==> config.mk <==
export PLATFORM = sky130hd
export DESIGN_NAME = arbitro_mem_externa
export DESIGN_NICKNAME = d
export VERILOG_FILES = /design/src/rtl/arbitro_mem_pkg.sv /design/src/rtl/arbitro_round_robin_2.sv /design/src/rtl/arbitro_mem_externa.sv
export SDC_FILE = /design/constraint.sdc
export NUM_CORES = 1
export LEC_CHECK = 0
export CAP_MARGIN = 20
export CORE_MARGIN = 5
export CORE_UTILIZATION = 35
export DETAILED_ROUTE_END_ITERATION = 12
export GPL_TIMING_DRIVEN = 1
export PLACE_DENSITY = 0.75
export SYNTH_ARGS = -nofsm -noshare
export SYNTH_HDL_FRONTEND = slang
export SYNTH_HIERARCHICAL = 1
export SYNTH_SLANG_ARGS = --single-unit
==> constraint.sdc <==
create_clock -name clk -period 1.4 [get_ports clk]
set_input_delay 0.21 -clock clk [delete_from_list [all_inputs] [get_ports clk]]
set_output_delay 0.21 -clock clk [all_outputs]
set_load 0.03 [all_outputs]
==> src/rtl/arbitro_mem_pkg.sv <==
// rtl/arbitro_mem_pkg.sv - shared state encodings and default widths for the external memory arbiter
package arbitro_mem_pkg;

  localparam int BITS_BUS_DATOS_INSTR_DEF = 21;
  localparam int BITS_DATOS_DEF           = 32;

  typedef enum logic [2:0] {
    E_LIBRE          = 3'd0,
    E_LECTURA        = 3'd1,
    E_ESPERA_LECTURA = 3'd2,
    E_ESCRITURA      = 3'd3,
    E_FIN            = 3'd4
  } estado_t;

  typedef enum logic {
    G_LECTURA   = 1'b0,
    G_ESCRITURA = 1'b1
  } concesion_t;

endpackage

==> src/rtl/arbitro_round_robin_2.sv <==
// rtl/arbitro_round_robin_2.sv - two-way round-robin grant choice with last-grant register
module arbitro_round_robin_2
  import arbitro_mem_pkg::*;
(
  input  logic       clk,
  input  logic       reset,
  input  logic       rd_req,
  input  logic       wr_req,
  input  logic       grant_en,
  output logic       grant_valid,
  output concesion_t grant
);

  concesion_t ultimo;

  // Starting from "write" makes the first contention after reset go to the reader.
  always_ff @(posedge clk) begin
    if (!reset) begin
      ultimo <= G_ESCRITURA;
    end else if (grant_en && grant_valid) begin
      ultimo <= grant;
    end
  end

  always_comb begin
    grant_valid = rd_req | wr_req;
    grant       = G_LECTURA;
    if (rd_req && wr_req) begin
      grant = (ultimo == G_LECTURA) ? G_ESCRITURA : G_LECTURA;
    end else if (wr_req) begin
      grant = G_ESCRITURA;
    end
  end

endmodule

==> src/rtl/arbitro_mem_externa.sv <==
// rtl/arbitro_mem_externa.sv - arbitrates one reader and one writer onto a single external memory port
module arbitro_mem_externa
  import arbitro_mem_pkg::*;
#(
  parameter int BITS_BUS_DATOS_INSTR = BITS_BUS_DATOS_INSTR_DEF,
  parameter int BITS_DATOS           = BITS_DATOS_DEF
) (
  input  logic                            clk,
  input  logic                            reset,
  input  logic                            rd_req,
  input  logic [BITS_BUS_DATOS_INSTR-1:0] rd_address,
  output logic                            rd_done,
  output logic [BITS_DATOS-1:0]           rd_data,
  input  logic                            wr_req,
  input  logic [BITS_BUS_DATOS_INSTR-1:0] wr_address,
  input  logic [BITS_DATOS-1:0]           wr_data,
  output logic                            wr_done,
  output logic                            mem_read,
  output logic                            mem_write,
  output logic [BITS_BUS_DATOS_INSTR-1:0] mem_address,
  output logic [BITS_DATOS-1:0]           mem_writedata,
  input  logic                            mem_waitrequest,
  input  logic                            mem_readdatavalid,
  input  logic [BITS_DATOS-1:0]           mem_readdata,
  output logic                            busy
);

  estado_t                         estado, estado_sig;
  logic                            en_libre;
  logic                            grant_valid;
  concesion_t                      grant;
  logic                            es_escritura;
  logic                            captura_lectura;
  logic [BITS_BUS_DATOS_INSTR-1:0] direccion_q;
  logic [BITS_DATOS-1:0]           dato_escr_q;
  logic [BITS_DATOS-1:0]           rd_data_q;

  assign en_libre = (estado == E_LIBRE);

  arbitro_round_robin_2 u_round_robin (
    .clk         (clk),
    .reset       (reset),
    .rd_req      (rd_req),
    .wr_req      (wr_req),
    .grant_en    (en_libre),
    .grant_valid (grant_valid),
    .grant       (grant)
  );

  // Read data is only taken once the command has been accepted; stray valids elsewhere are dropped.
  assign captura_lectura = ((estado == E_LECTURA) && !mem_waitrequest && mem_readdatavalid) ||
                           ((estado == E_ESPERA_LECTURA) && mem_readdatavalid);

  always_ff @(posedge clk) begin
    if (!reset) begin
      estado <= E_LIBRE;
    end else begin
      estado <= estado_sig;
    end
  end

  always_ff @(posedge clk) begin
    if (!reset) begin
      es_escritura <= 1'b0;
      direccion_q  <= '0;
      dato_escr_q  <= '0;
      rd_data_q    <= '0;
    end else begin
      if (en_libre && grant_valid) begin
        es_escritura <= (grant == G_ESCRITURA);
        if (grant == G_ESCRITURA) begin
          direccion_q <= wr_address;
          dato_escr_q <= wr_data;
        end else begin
          direccion_q <= rd_address;
        end
      end
      if (captura_lectura) begin
        rd_data_q <= mem_readdata;
      end
    end
  end

  always_comb begin
    estado_sig = estado;
    case (estado)
      E_LIBRE: begin
        if (grant_valid) begin
          estado_sig = (grant == G_ESCRITURA) ? E_ESCRITURA : E_LECTURA;
        end
      end
      E_LECTURA: begin
        if (!mem_waitrequest) begin
          estado_sig = mem_readdatavalid ? E_FIN : E_ESPERA_LECTURA;
        end
      end
      E_ESPERA_LECTURA: begin
        if (mem_readdatavalid) begin
          estado_sig = E_FIN;
        end
      end
      E_ESCRITURA: begin
        if (!mem_waitrequest) begin
          estado_sig = E_FIN;
        end
      end
      E_FIN:   estado_sig = E_LIBRE;
      default: estado_sig = E_LIBRE;
    endcase
  end

  always_comb begin
    mem_read  = 1'b0;
    mem_write = 1'b0;
    rd_done   = 1'b0;
    wr_done   = 1'b0;
    busy      = 1'b1;
    case (estado)
      E_LIBRE:     busy      = 1'b0;
      E_LECTURA:   mem_read  = 1'b1;
      E_ESCRITURA: mem_write = 1'b1;
      E_FIN: begin
        rd_done = !es_escritura;
        wr_done = es_escritura;
      end
      default: ;
    endcase
  end

  assign rd_data       = rd_data_q;
  assign mem_address   = direccion_q;
  assign mem_writedata = dato_escr_q;

endmodule

* Yosys cells after proc, flatten, opt, wreduce, memory -nomap -nowiden
Cells that the tools add are included.
** Word-level totals
- Bits in registers :: 90
- Output and inout bits :: 90
** Cells by class
- Equality and inequality tests :: 8
- Muxes and demuxes :: 16
- Bitwise operators :: 1
- Reduce and logical (&&, ||, !) cells :: 11
** Operators by type and width (count)
- $mux 21 :: 1
- $mux 3 :: 5
- $pmux 3 s4 :: 1
- $mux 1 :: 8
- $ne 2x2->1 const B :: 4
- $eq 3x2->1 const B :: 2
- $logic_and 1x1->1 :: 5
- $reduce_and 4->1 :: 1
- $eq 3x1->1 const B :: 1
- $eq 3x3->1 const B :: 1
- $logic_not 3->1 :: 1
- $logic_not 1->1 :: 2
- $mux 2 :: 1
- $reduce_and 2->1 :: 1
- $logic_or 1x1->1 :: 1
- $or 1x1->1 :: 1

* Logic depth before layout (Yosys ltp)
- Depth in word-level cells :: 5
- Depth in mapped cells :: 6
- Gate-level depth less buffers :: 4

* Hierarchy
Netlist, hierarchy kept.
** By module, submodules not included
- arbitro_mem_externa :: times used 1, cells an instance 341, area an instance 3574.7 um^2, seq. area each 1781.7 um^2
- arbitro_round_robin_2 :: times used 1, cells an instance 6, area an instance 53.8 um^2, seq. area each 20.0 um^2

* Worst setup path before layout
No wires, ideal clock.
- Path kind :: register to output
- Start point :: register estado[2]
- End point :: output port rd_done
- Arrival :: 1497 ps
- Path slack :: -307 ps
- Cell stages (with the launch flop) :: 3
- Path through :: dfxtp_1 inv_1 nor4_1
** Between the ends
- Word-level cells in the longest chain between the ends :: 2
** Ends and longest elaborated chain
- start: declaration :: line arbitro_mem_externa.sv:28 : estado_t estado, estado_sig;
- start signal: assignment :: line arbitro_mem_externa.sv:58 : estado <= estado_sig;
- $eq 3x3->1 :: line arbitro_mem_externa.sv:118 : case (estado)
- $mux 1 :: line arbitro_mem_externa.sv:118
- end: declaration :: line arbitro_mem_externa.sv:12 : output logic rd_done,
Every way passes these cells.

* Worst setup path in the final report
- Start point :: register estado[0]
- End point :: output port wr_done
** Between the ends
- Word-level cells in the longest chain between the ends :: 2
** Ends and longest elaborated chain
- $eq 3x3->1 :: line arbitro_mem_externa.sv:118
- $mux 1 :: line arbitro_mem_externa.sv:118
- end: declaration :: line arbitro_mem_externa.sv:17 : output logic wr_done,
Every way passes these cells.

==> flow_metrics.env <==
export IMPL_fin_nets=681
export IMPL_dieArea_um2=12500
export IMPL_clockBufferDepth=2
export IMPL_arrival_ns=1.39
export IMPL_period_share_pct=114
export IMPL_seq_area_frac_synth_pct=49.7
export IMPL_grt_max_degree=66
export IMPL_max_cap_violations=0
export IMPL_peakVddDrop_uv=550
export IMPL_ant_nets=0
export IMPL_slew_headroom_pct=76.9
export IMPL_setup_viol=84
export IMPL_worstMarginPinSlew_ns=0.347
export IMPL_violations="setup timing"
export IMPL_root_buffer="clkbuf_8"
export IMPL_syn_area_per_cell_um2=10.5
export IMPL_clkTransAtPathRegs_ns=0.10
export IMPL_drtPass1Iterations=4
export IMPL_clk_insertion_delay_late_ns=0.35
export IMPL_clock_fmax_mhz=625
export IMPL_power_density_nw_per_um2=1160
export IMPL_grt_overflow_total=0
export IMPL_fin_ws_ns=-0.200
export IMPL_routabilityCongestion=0.767
export IMPL_netlist_instances=347
export IMPL_power_leakage_uw=0.00283
export IMPL_cp_max_fo=6
export IMPL_fp_row_count=37
export IMPL_dp_hpwl_mm=7.76
export IMPL_fillCellCount=899
export IMPL_multi_input_area_um2=1750
export IMPL_finalHoldViolCount=0
export IMPL_drive_above_1_share_pct=19.2
export IMPL_seqCellArea_um2=1810
export IMPL_die_h_um=112
export IMPL_numCtsBuffers=9
export IMPL_die_w_um=112
export IMPL_tritoncts="yes"
export IMPL_yosys_warnings=6
export IMPL_placed_area_um2=5900
export IMPL_holdPathStages=2
export IMPL_syn_cell_area_um2=3630
export IMPL_drt_iter0_drc=184
export IMPL_rsz0062_at_grt="yes"
export IMPL_grt_pass1_wl_mm=18.2
export IMPL_crit_required_ns=1.19
export IMPL_ys_ff_latch=90
export IMPL_hold_class="in2reg"
export IMPL_status="complete, but fails checks"
export IMPL_finClkSkew_ns=0.0154
export IMPL_critPathKind="reg2out"
export IMPL_grt_pass1_vias=3653
export IMPL_port_buffers=201
export IMPL_grtUsageTotal_pct=17.9
export IMPL_fin_hold_ws_ns=0.194
export IMPL_core_area_um2=10200
export IMPL_wire_per_inst_um=16.8
export IMPL_min_period_ns=1.60
export IMPL_numClockSinks=90
export IMPL_antenna_found_initial=1
export IMPL_start_kind="register"
export IMPL_syn_num_nets=459
export IMPL_power_total_uw=7470
export IMPL_drcViolationCount=0
export IMPL_initial_core_util_pct=35.5
export IMPL_area_growth_syn_to_layout_pct=77.4
export IMPL_htree_levels=3
export IMPL_r2r_cells=8
export IMPL_finalWirelength_mm=12.0
export IMPL_vias=3432
export IMPL_final_area_um2=6440
export IMPL_slew_violations=0
export IMPL_avgViaCountPerCell=4.83
export IMPL_end_kind="output port"
export IMPL_synth_distinct_cells=31
export IMPL_io_pins=202
[cell families (layout without fill, tap and decap cells)]
family          Yosys count  in the layout  share of synthesized area (%)
simple gates            106            106                           12.7
flops                    90             90                           49.7
compound gates           65             65                           17.6
mux                      53             53                           14.6
buf+inv                  33            260                           5.41
other cells               0              1                              0
[flip-flops by register name, indices dropped and copies added (netlist names)]
name and cells:
rd_data 32, estado 3, u_round_robin/ultimo 1, mem_address 21, mem_writedata 32, es_escritura 1
[per-stage QoR]
stage	cells	setup slack [ns]	util (%)	TNS, ns
5_1_grt	711	-0.253	62.9	-11.56
4_1_cts	705	-0.177	62.8	-3.08
3_3_place_gp	672	-0.366	57.6	-24.60
3_5_place_dp	672	-0.394	57.6	-27.01
6_report	711	-0.200	62.9	-6.29
2_1_floorplan	347	0.0233	-	0
[final timing paths]
kind	start	endpoint	slack, ns
max	estado[0]$_SDFFE_PN0P_	wr_done	-0.20
min	reset	es_escritura$_SDFFE_PN0P_	0.19
max reg2reg	estado[0]$_SDFFE_PN0P_	mem_address[14]$_SDFFE_PN0P_	-0.15
min reg2reg	mem_writedata[4]$_SDFFE_PN0P_	mem_writedata[4]$_SDFFE_PN0P_	0.45
[worst max-delay path, cell delays in order, from the launching register on]
cell and delay [ns]:
dfxtp_2 0.34, buf_8 0.14, nor2_4 0.13, buf_6 0.11, and3_4 0.20, buf_12 0.12
[metal layers]
| metal | part of all wire [%] | track usage [%] | vias to the layer above |
|---|---|---|---|
| met5 | 0 | 0 | - |
| met4 | 1.1 | 4.62 | 0 |
| met3 | 6.7 | 6.68 | 9 |
| met2 | 53 | 33.3 | 123 |
| met1 | 39 | 19.0 | 1637 |
| li1 | - | - | 1663 |
[cells in the mapped netlist (all sizes together)]
library cell	instances	area [um^2]
a21boi	1	7.51
a311oi	1	8.76
nor2	23	86.3
clkbuf	8	30.0
a22o	32	280
buf	21	151
o21ai	2	13.8
o311ai	1	26.3
dfxtp	90	1800
inv	4	15.0
or2	1	6.26
a21oi	3	15.0
nand2b	1	6.26
mux2i	53	531
a211oi	22	260
o21a	1	7.51
nor4	1	6.26
o2111a	1	11.3
a22oi	1	7.51
and3	4	25.0
nor3b	1	12.5
nor2b	4	25.0
nor4b	1	23.8
and4	1	8.76
nor3	2	10.0
nand2	67	251
[layout make-up]
type                    instances  area share [%]
repair buffers                240            39.1
flip-flops and latches         90            28.1
multi-input cells             224            27.1
well taps                     136            2.64
clock buffers                   9            1.92
clock inverters                 7           0.797
inverters                       4           0.291
diodes                          1          0.0389
[placed cells by master, fill, tap and decap left out, types with 8 or more instances in the layout]
| cell type | synthesis | final |
|---|---|---|
| nand2_1 | 67 | 67 |
| mux2i_1 | 53 | 53 |
| buf_6 | 6 | 8 |
| nor2_1 | 23 | 17 |
| dlygate4sd2_1 | 0 | 83 |
| a22o_1 | 32 | 32 |
| a211oi_2 | 19 | 21 |
| buf_4 | 4 | 12 |
| clkdlybuf4s50_1 | 0 | 109 |
| dfxtp_1 | 90 | 87 |
| buf_12 | 0 | 14 |
| clkbuf_8 | 0 | 9 |
[report_power, final]
part	internal (uW)	total, uW	switching, uW	leakage (uW)
clock network	659	1620	965	0.0000864
registers	2830	3000	165	0.000738
logic	1390	2840	1460	0.00200
[timing repair]
item / 4_1_cts / 5_1_grt
endpoints found under the setup margin: 176 / 82
cloned: 8 / 4
pin swaps: 15 / 8
hold endpoints to repair: 0 / 0
resized for setup: 132 / 15
setup buffers: 9 / 7
hold buffers: 0 / 0
No activity file was read; power rests on OpenSTA's default activity.
